File: config.mk
export PLATFORM = sky130hd
export DESIGN_NAME = i2s_sample_receiver
export DESIGN_NICKNAME = d
export VERILOG_FILES = /design/src/rtl/i2s_sample_receiver.sv
export SDC_FILE = /design/constraint.sdc
export NUM_CORES = 1
export LEC_CHECK = 0
export CORE_MARGIN = 2
export CORE_UTILIZATION = 35
export CTS_CLUSTER_SIZE = 24
export DETAILED_ROUTE_END_ITERATION = 16
export GPL_TIMING_DRIVEN = 1
export HOLD_SLACK_MARGIN = 0.03
export PLACE_DENSITY_LB_ADDON = 0.12
export SYNTH_ARGS = -nofsm -noshare
export SYNTH_HDL_FRONTEND = slang
export SYNTH_SLANG_ARGS = --single-unit
File: constraint.sdc
create_clock -name clk -period 2.8 [get_ports clk]
set_clock_uncertainty 0.15 [all_clocks]
set_input_delay 0.42 -clock clk [delete_from_list [all_inputs] [get_ports clk]]
set_output_delay 0.42 -clock clk [all_outputs]
set_load 0.005 [all_outputs]
File: src/rtl/i2s_sample_receiver.sv
// i2s_sample_receiver: captures stereo I2S words from the codec ADC,
// sign-extends each one to 32 bits and buffers it in a small FIFO.
//   clk            system clock, at least 4x the BCLK frequency
//   reset          asynchronous active-high reset
//   bclk/lrck/adcdat  asynchronous codec bit clock, word select, serial data
//   sample_data    head-of-FIFO sample (0 when empty)
//   sample_channel head-of-FIFO channel, 0 = left, 1 = right
//   sample_valid   FIFO not empty
//   sample_ready   consumer pops the head when high with sample_valid
//   overflow       sticky: a completed word was dropped on a full FIFO
//   frame_error    sticky: LRCK moved before a full word was captured
//   clear_flags    one-cycle pulse clearing both sticky flags
module i2s_sample_receiver #(
    parameter int DATA_W      = 24,
    parameter int FIFO_DEPTH  = 4,
    parameter int SYNC_STAGES = 2
) (
    input  logic        clk,
    input  logic        reset,
    input  logic        bclk,
    input  logic        lrck,
    input  logic        adcdat,
    output logic [31:0] sample_data,
    output logic        sample_channel,
    output logic        sample_valid,
    input  logic        sample_ready,
    output logic        overflow,
    output logic        frame_error,
    input  logic        clear_flags
);
    localparam int CNT_W = $clog2(DATA_W + 1);
    localparam int PTR_W = $clog2(FIFO_DEPTH);

    typedef enum logic [1:0] {IDLE, SKIP, SHIFT, DRAIN} state_t;

    logic [SYNC_STAGES-1:0] r_bclk_sync, r_lrck_sync, r_dat_sync;
    logic                   r_bclk_prev, r_lr_last, r_lr_seen;
    logic                   w_bclk, w_lr, w_dat, w_strobe, w_lr_edge;

    state_t                 r_state, w_state_nxt;
    logic [CNT_W-1:0]       r_cnt, w_cnt_nxt;
    logic [DATA_W-1:0]      r_shift, w_shift_nxt;
    logic                   r_chan, w_chan_nxt;
    logic                   w_done, w_ferr;

    logic                   r_push, r_push_chan;
    logic [31:0]            r_push_data, w_ext;

    logic [31:0]            r_mem_data [FIFO_DEPTH];
    logic [FIFO_DEPTH-1:0]  r_mem_chan;
    logic [PTR_W:0]         r_wptr, r_rptr;
    logic                   w_empty, w_full, w_pop, w_wr, w_drop;
    logic                   r_ovf, r_ferr;

    assign w_bclk    = r_bclk_sync[SYNC_STAGES-1];
    assign w_lr      = r_lrck_sync[SYNC_STAGES-1];
    assign w_dat     = r_dat_sync[SYNC_STAGES-1];
    assign w_strobe  = w_bclk & ~r_bclk_prev;
    // The first strobe after reset only records lrck, so a reset released
    // in the middle of a right slot is not mistaken for an LRCK edge.
    assign w_lr_edge = w_strobe & r_lr_seen & (w_lr != r_lr_last);

    always_ff @(posedge clk or posedge reset) begin
        if (reset) begin
            r_bclk_sync <= '0;
            r_lrck_sync <= '0;
            r_dat_sync  <= '0;
            r_bclk_prev <= 1'b0;
            r_lr_last   <= 1'b0;
            r_lr_seen   <= 1'b0;
        end else begin
            r_bclk_sync <= {r_bclk_sync[SYNC_STAGES-2:0], bclk};
            r_lrck_sync <= {r_lrck_sync[SYNC_STAGES-2:0], lrck};
            r_dat_sync  <= {r_dat_sync[SYNC_STAGES-2:0], adcdat};
            r_bclk_prev <= w_bclk;
            if (w_strobe) begin
                r_lr_last <= w_lr;
                r_lr_seen <= 1'b1;
            end
        end
    end

    assign w_shift_nxt = {r_shift[DATA_W-2:0], w_dat};
    assign w_ext       = 32'($signed(w_shift_nxt));

    always_comb begin
        w_state_nxt = r_state;
        w_cnt_nxt   = r_cnt;
        w_chan_nxt  = r_chan;
        w_done      = 1'b0;
        w_ferr      = 1'b0;
        if (w_strobe) begin
            if (r_state == SKIP) begin
                w_state_nxt = SHIFT;
                w_cnt_nxt   = '0;
            end
            if (r_state == SHIFT) begin
                w_cnt_nxt = r_cnt + CNT_W'(1);
                if (r_cnt == CNT_W'(DATA_W - 1)) begin
                    w_done      = 1'b1;
                    w_state_nxt = DRAIN;
                end
            end
            // An edge that lands on the completing bit still pushes the
            // word (w_done above); only a genuinely short word is an error.
            if (w_lr_edge) begin
                w_chan_nxt  = w_lr;
                w_state_nxt = SKIP;
                w_ferr      = (r_state == SHIFT) && !w_done;
            end
        end
    end

    always_ff @(posedge clk or posedge reset) begin
        if (reset) begin
            r_state     <= IDLE;
            r_cnt       <= '0;
            r_shift     <= '0;
            r_chan      <= 1'b0;
            r_push      <= 1'b0;
            r_push_data <= '0;
            r_push_chan <= 1'b0;
        end else begin
            r_state <= w_state_nxt;
            r_cnt   <= w_cnt_nxt;
            r_chan  <= w_chan_nxt;
            r_push  <= w_done;
            if (w_strobe && r_state == SHIFT)
                r_shift <= w_shift_nxt;
            // The word carries the channel latched at its start, even when
            // the completing strobe is also the next LRCK edge.
            if (w_done) begin
                r_push_data <= w_ext;
                r_push_chan <= r_chan;
            end
        end
    end

    assign w_empty = r_wptr == r_rptr;
    assign w_full  = (r_wptr[PTR_W] != r_rptr[PTR_W]) &&
                     (r_wptr[PTR_W-1:0] == r_rptr[PTR_W-1:0]);
    assign w_pop   = sample_valid & sample_ready;
    assign w_wr    = r_push & (~w_full | w_pop);
    assign w_drop  = r_push & w_full & ~w_pop;

    always_ff @(posedge clk) begin
        if (w_wr)
            r_mem_data[r_wptr[PTR_W-1:0]] <= r_push_data;
    end

    always_ff @(posedge clk or posedge reset) begin
        if (reset) begin
            r_mem_chan <= '0;
            r_wptr     <= '0;
            r_rptr     <= '0;
            r_ovf      <= 1'b0;
            r_ferr     <= 1'b0;
        end else begin
            if (w_wr) begin
                r_mem_chan[r_wptr[PTR_W-1:0]] <= r_push_chan;
                r_wptr <= r_wptr + (PTR_W+1)'(1);
            end
            if (w_pop)
                r_rptr <= r_rptr + (PTR_W+1)'(1);
            r_ovf  <= w_drop | (r_ovf & ~clear_flags);
            r_ferr <= w_ferr | (r_ferr & ~clear_flags);
        end
    end

    assign sample_valid   = ~w_empty;
    assign sample_data    = w_empty ? 32'd0 : r_mem_data[r_rptr[PTR_W-1:0]];
    assign sample_channel = ~w_empty & r_mem_chan[r_rptr[PTR_W-1:0]];
    assign overflow       = r_ovf;
    assign frame_error    = r_ferr;
endmodule

Yosys cells after proc, flatten, opt, wreduce, memory -nomap -nowiden
Memory sizes are Yosys's and may differ from the RTL's.
Cells that the tools add are included.
{"block": "classes", "n_eq_ne": 7, "muxes": 20, "n_bitwise": 18, "addsub": 3, "reduce_logical": 8, "magnitude_cmp": 3}
{"cell": "$mux W32", "n": 1}
{"cell": "$and A1 B1 Y1", "n": 10}
{"cell": "$mux W1", "n": 10}
{"cell": "$mux W5", "n": 2}
{"cell": "$mux W2", "n": 4}
{"cell": "$add A3 B1 Y3 const B", "n": 2}
{"cell": "$lt A2 B3 Y1 const B", "n": 2}
{"cell": "$add A5 B1 Y5 const B", "n": 1}
{"cell": "$eq A5 B5 Y1 const B", "n": 1}
{"cell": "$not A1 Y1", "n": 5}
{"cell": "$bwmux W4", "n": 1}
{"cell": "$logic_and A1 B1 Y1", "n": 4}
{"cell": "$reduce_and A2 Y1", "n": 2}
{"cell": "$eq A3 B3 Y1", "n": 1}
{"cell": "$or A1 B1 Y1", "n": 3}
{"cell": "$bmux W1 S2", "n": 1}
{"cell": "$demux W1 S2", "n": 1}
{"cell": "$eq A2 B1 Y1 const B", "n": 1}
{"cell": "$eq A2 B2 Y1", "n": 1}
{"cell": "$eq A2 B2 Y1 const B", "n": 1}
{"cell": "$ge A2 B1 Y1 const B", "n": 1}
{"cell": "$ne A1 B1 Y1", "n": 2}
{"cell": "$reduce_bool A2 Y1", "n": 1}
{"cell": "$logic_not A1 Y1", "n": 1}
{"block": "totals", "output_inout_bits": 36, "elab_cells": 78, "mem_count": 1, "ff_bits": 78, "ramBits": 128}
{"memory": "r_mem_data", "depth": 4, "width": 32, "read_ports": 1, "rd_ports_with_merged_regs": 0, "wr": 1, "line": "49", "rtl": "logic [31:0] r_mem_data [FIFO_DEPTH];"}

Longest topological paths before layout
{"block": "depth", "word_depth": 9, "depth_mapped": 8, "ltp_nobuf": 5}

Least setup slack after synthesis
No wires, ideal clock.
{"block": "synth_timing", "path_type": "reg-to-output", "from": "register r_rptr[0]", "to": "output sample_data[24]", "stages_incl_launch_ff": 7, "required_ns": 2.230, "n_path_buf": 3, "path_slack_ns": 0.442, "arrival_time_ns": 1.788, "cell_sequence": "dfrtp_1 buf_4 xor2_4 nor3_4 buf_2 nor2b_1 buf_4"}
{"block": "synth_between", "elab_chain_cells": 2, "elab_cells_between_ends": 3}
{"element": "from (decl)", "line": "51", "rtl": "logic [PTR_W:0] r_wptr, r_rptr;"}
{"element": "from (signal assigned)", "line": "164", "rtl": "r_rptr <= r_rptr + (PTR_W+1)'(1);"}
{"element": "$mem_v2 Z4 W32 / $eq A3 B3 Y1 (equally long branches)"}
{"element": "$mux W32 *", "line": "171", "rtl": "assign sample_data = w_empty ? 32'd0 : r_mem_data[r_rptr[PTR_W-1:0]];"}
{"element": "to (decl)", "line": "23", "rtl": "output logic [31:0] sample_data,"}
Mark *: on every way between the ends. The rest lies on a longest branch, timed or not.

Worst setup path in the final report
{"block": "layout_timing", "from": "register r_rptr[0]", "to": "output sample_data[0]"}
The elaborated chain is that of the path after synthesis.

==> results.md <==
Critical path:
- The maximum fanout along the worst path is 10.
- The required time at the worst-slack endpoint is between 2 and 2.5 ns.
- The slowest library cell on the worst path is sky130_fd_sc_hd__mux4_1.
- Walking the worst path, the cells encountered are buf_8, mux4_1, nor2b_1, clkdlybuf4s50_1.
- On the worst path, the slowest cell contributes a delay of between 0.5 and 0.6 ns.
- The worst setup path is captured at an output pin.
- STA classifies the critical path startpoint as a register.
- The worst-case register-to-register setup slack is approximately 0.65 ns.
- By startpoint and endpoint, the worst setup path is classified as register to output pin.
- At the worst endpoint, the arrival time is approximately 2.2 ns.

Routing:
- The total wire length is roughly 13000 um.
- The detail-routed net length per standard cell is around 17 um.
- Before antenna repair, the detailed router went through 4 iterations.
- In this run the remaining antenna-violating nets after routing total 0.
- After detailed routing, the number of vias per cell comes to around 4.7.
- The initial DRC count is ~180.
- Detailed routing inserted a total of ~3400 vias.
- For this run, design rule violations remaining after detail routing come to 0.

Power and ir drop:
- The share of power burned in registers is 0.543.
- The switching fraction of total power is 0.225.
- For this design the total switching power over the nets is between 1 and 1.5 mW.
- Cell internal power was estimated by the tool at 3.97 mW.
- The clock power share is 0.427.
- The analysis attributes to cell leakage a power of roughly 4 nW.
- The largest vdd supply drop is 0.426 mV.
- Of the total power, combinational logic draws 0.030.
- For this design the ratio of total power to cell area is just under 600 nW/um2.

Placed design:
- The placement-stage cell area is around 7800 um2.
- The post-detailed-placement half-perimeter wirelength is between 7000 and 8000 um.
- The count of buffers added on input and output ports is 42.
- The congestion estimate from routability-driven global placement came to slightly below 0.7.
- The number of placed instances, taps included, is between 600 and 700.

STA:
- The post-layout minimum cycle time is roughly 2.8 ns.
- The number of failing setup endpoints in the final timing report is 1.
- The actual slew at the worst max-slew pin is a little under 0.5 ns.
- The number of max-slew violations in the final report is 0.
- The worst max-slew margin expressed relative to the limit is 0.668.
- The upper clock frequency limit is 0.356 GHz.
- Setup repair after global routing could not meet its margin everywhere.
- The final clock period utilization by the worst path is 1.00.
- Across all setup checks in the final design, the least slack found is -0.0116 ns.
- The final-report hold violation count was 0.

Yosys:
- The fraction of registers with async set or reset after synthesis is 0.448.
- The post-synthesis cell area is 7040 um2.
- The sequential cell area fraction in the yosys report is 0.687.
- Counting distinct cell types in the post-synthesis netlist gives 39.
- The post-synthesis area per instance is roughly 18 um2.
- The post-synthesis net count is between 400 and 500.
- Synthesis handed over a netlist of 388 instances.
- In this run, synthesis inferred 96 flip-flops with an integrated enable.
- After synthesis the netlist holds a flip-flop and latch count of ~170.
- The most used flip-flop cell after synthesis is sky130_fd_sc_hd__edfxtp_1.
- The Yosys step of the flow raised 0 warnings.

Floorplan:
- The initial utilization of the core area, before any placement, comes to 0.359.
- The overall die height is roughly 150 um.
- The initialized floorplan defines a little over 50 standard-cell rows.
- The core region is a little under 20000 um2.
- The total I/O pin count is 43.
- The die covers 21300 um2.
- The die is approximately 150 um wide.

GRT:
- The overall fraction of global-route tracks in use is 0.126.
- The via count of the first global-routing pass was between 3000 and 4000.
- For this run, global-route usage on met2 was measured as 0.209.
- The final global-route overflow total is 0.
- In the global route stage, met1 resource usage came out at 0.164.
- Entering global routing, the biggest net connects 31 pins.
- The met3 global-route usage is 0.0279.
- met2 is the most crowded layer.
- The global-route wire length before repair is slightly above 20000 um.
- The initial antenna violation count is 0.

Clock tree:
- Buffers inserted during clock tree synthesis total 17.
- TritonCTS built the clock tree.
- Clock-pin slew was measured on the worst setup and hold paths at ~0.07 ns.
- The CTS H-tree depth is 4.
- At the later pin of the worst-skew pair, clock insertion delay measures ~0.42 ns.
- Counting along the longest clock path gives a buffer depth of 2.
- CTS saw between 150 and 200 sinks.
- Hold repair after CTS inserted 0 buffers.
- The root cell of the clock tree is sky130_fd_sc_hd__clkbuf_16.

Cells and area:
- Relative to the synthesized area, the layout overhead comes to 22.1%.
- The area taken by flip-flops and latches is between 4000 and 5000 um2.
- The most common cell after layout, fill and taps aside is sky130_fd_sc_hd__edfxtp_1.
- The net count reported at finish is between 400 and 500.
- Once layout is complete, the cells apart from fillers number around 740.
- Leaving out fill and tap cells, the most frequent cells in the layout are sky130_fd_sc_hd__edfxtp_1, sky130_fd_sc_hd__dfrtp_1, sky130_fd_sc_hd__mux2_2.
- The number of antenna cells inserted is 0.
- Of the cells placed in the final design, the portion with a size suffix greater than 1 is 0.288.
- The post-route cell area is 8600 um2.
- The number of fillers in the final layout is ~1700.
- The area used by multi-input combinational logic is 2010 um2.

Flow run:
- Across the run, the number of max-cap violations was 0.

Outcome:
- The flow ran to the end, but the final reports show violations.
- The final reports fail on negative setup slack.

Hold path:
- The worst min-delay path class is input port to asynchronous set/reset pin.
## power by group through the flow
stage / clock network (mW) / logic [mW] / registers (mW)
final: 2.19 / 0.154 / 2.78
after global routing: 2.36 / 0.177 / 2.79
after CTS: 2.26 / 0.160 / 2.78
after detailed placement: 0 / 0.158 / 2.83
after global placement: 0 / 0.153 / 2.83
after floorplan: 0 / 0.108 / 2.82
## worst paths after layout
path                                   to            from  depth (start not counted)
hold reg to reg            r_lrck_sync[1]  r_lrck_sync[0]                          0
setup / recovery           sample_data[0]       r_rptr[0]                          4
max in group asynchronous     r_shift[13]           reset                          3
hold / removal             r_bclk_sync[0]           reset                          2
min in group clk           r_lrck_sync[1]  r_lrck_sync[0]                          0
setup reg to reg              r_push_chan      r_state[0]                          6
## layout make-up
type / count / share of cell area
repair buffers: 74 / 0.0934
clock inverters: 15 / 0.0146
flip-flops and latches: 174 / 0.563
multi-input cells: 176 / 0.234
inverters: 16 / 0.00713
well taps: 265 / 0.0386
clock buffers: 17 / 0.0495
## cells in the mapped netlist (3+ instances only)
| library cell | instances | share of area |
|---|---|---|
| sky130_fd_sc_hd__mux4_2 | 21 | 0.067 |
| sky130_fd_sc_hd__nor2b_1 | 28 | 0.025 |
| sky130_fd_sc_hd__dfrtp_1 | 78 | 0.28 |
| sky130_fd_sc_hd__inv_1 | 16 | 0.0085 |
| sky130_fd_sc_hd__buf_6 | 3 | 0.0048 |
| sky130_fd_sc_hd__buf_4 | 12 | 0.013 |
| sky130_fd_sc_hd__mux2_2 | 30 | 0.048 |
| sky130_fd_sc_hd__ha_1 | 9 | 0.016 |
| sky130_fd_sc_hd__nand3_1 | 6 | 0.0043 |
| sky130_fd_sc_hd__mux4_1 | 4 | 0.015 |
| sky130_fd_sc_hd__o21ai_0 | 5 | 0.0036 |
| sky130_fd_sc_hd__xnor2_1 | 4 | 0.0050 |
| sky130_fd_sc_hd__nand2_1 | 8 | 0.0043 |
| sky130_fd_sc_hd__mux2_4 | 3 | 0.0064 |
| sky130_fd_sc_hd__and2_1 | 4 | 0.0036 |
| sky130_fd_sc_hd__edfxtp_1 | 96 | 0.41 |
| sky130_fd_sc_hd__mux2_1 | 21 | 0.034 |
| sky130_fd_sc_hd__o41ai_2 | 3 | 0.0069 |
| sky130_fd_sc_hd__buf_2 | 5 | 0.0036 |
| sky130_fd_sc_hd__clkbuf_1 | 3 | 0.0016 |
## critical path, delay by kind of cell (launching register included)
| family | cells | cell delay [ns] |
|---|---|---|
| buf+inv | 2 | 0.62 |
| simple gates | 1 | 0.16 |
| flops | 1 | 0.44 |
| mux | 1 | 0.59 |
## stage by stage
step / TNS [ns] / hold WS [ns] / power [mW] / setup slack [ns] / utilization
3_5_place_dp: 0 / 0.191 / 2.99 / 0.124 / 0.400
5_1_grt: -0.227 / 0.214 / 5.32 / -0.0790 / 0.439
3_3_place_gp: 0 / 0.184 / 2.98 / 0.216 / 0.400
6_report: -0.0116 / 0.187 / 5.12 / -0.0116 / 0.439
4_1_cts: -0.114 / 0.189 / 5.20 / -0.0401 / 0.433
2_1_floorplan: 0 / 0.181 / 2.92 / 0.235 / -
## metal layers
metal | vias up | part of all wire
met5 | - | 0
met4 | 0 | 0.014
met3 | 13 | 0.021
met2 | 45 | 0.51
met1 | 1793 | 0.46
li1 | 1589 | -
## registers in the layout, summed over array words and instances (netlist names), 2 cells and up
register / cells
r_wptr: 3
r_mem_chan: 4
r_dat_sync: 2
r_push_data: 24
r_cnt: 5
r_state: 2
r_rptr: 3
r_lrck_sync: 2
r_bclk_sync: 2
r_shift: 23
r_mem_data: 96
## timing repair
item                                   CTS  global route
gates resized for setup                 22            27
cloned                                   0             2
endpoints found under the hold margin    0             0
setup endpoints to repair               33            23
buffers inserted                         6             4
pin swaps                                2             0
## cells by family after synthesis
group,synth area share
multiplexers,0.170
AND/OR/NAND/NOR,0.0487
AO/OA/AOI/OAI,0.0299
adder cells (fa/ha/maj),0.0160
buffers and inverters,0.0313
flip-flops,0.687
XOR/XNOR,0.0176
Note: power is estimated with default switching activity, not from simulation.
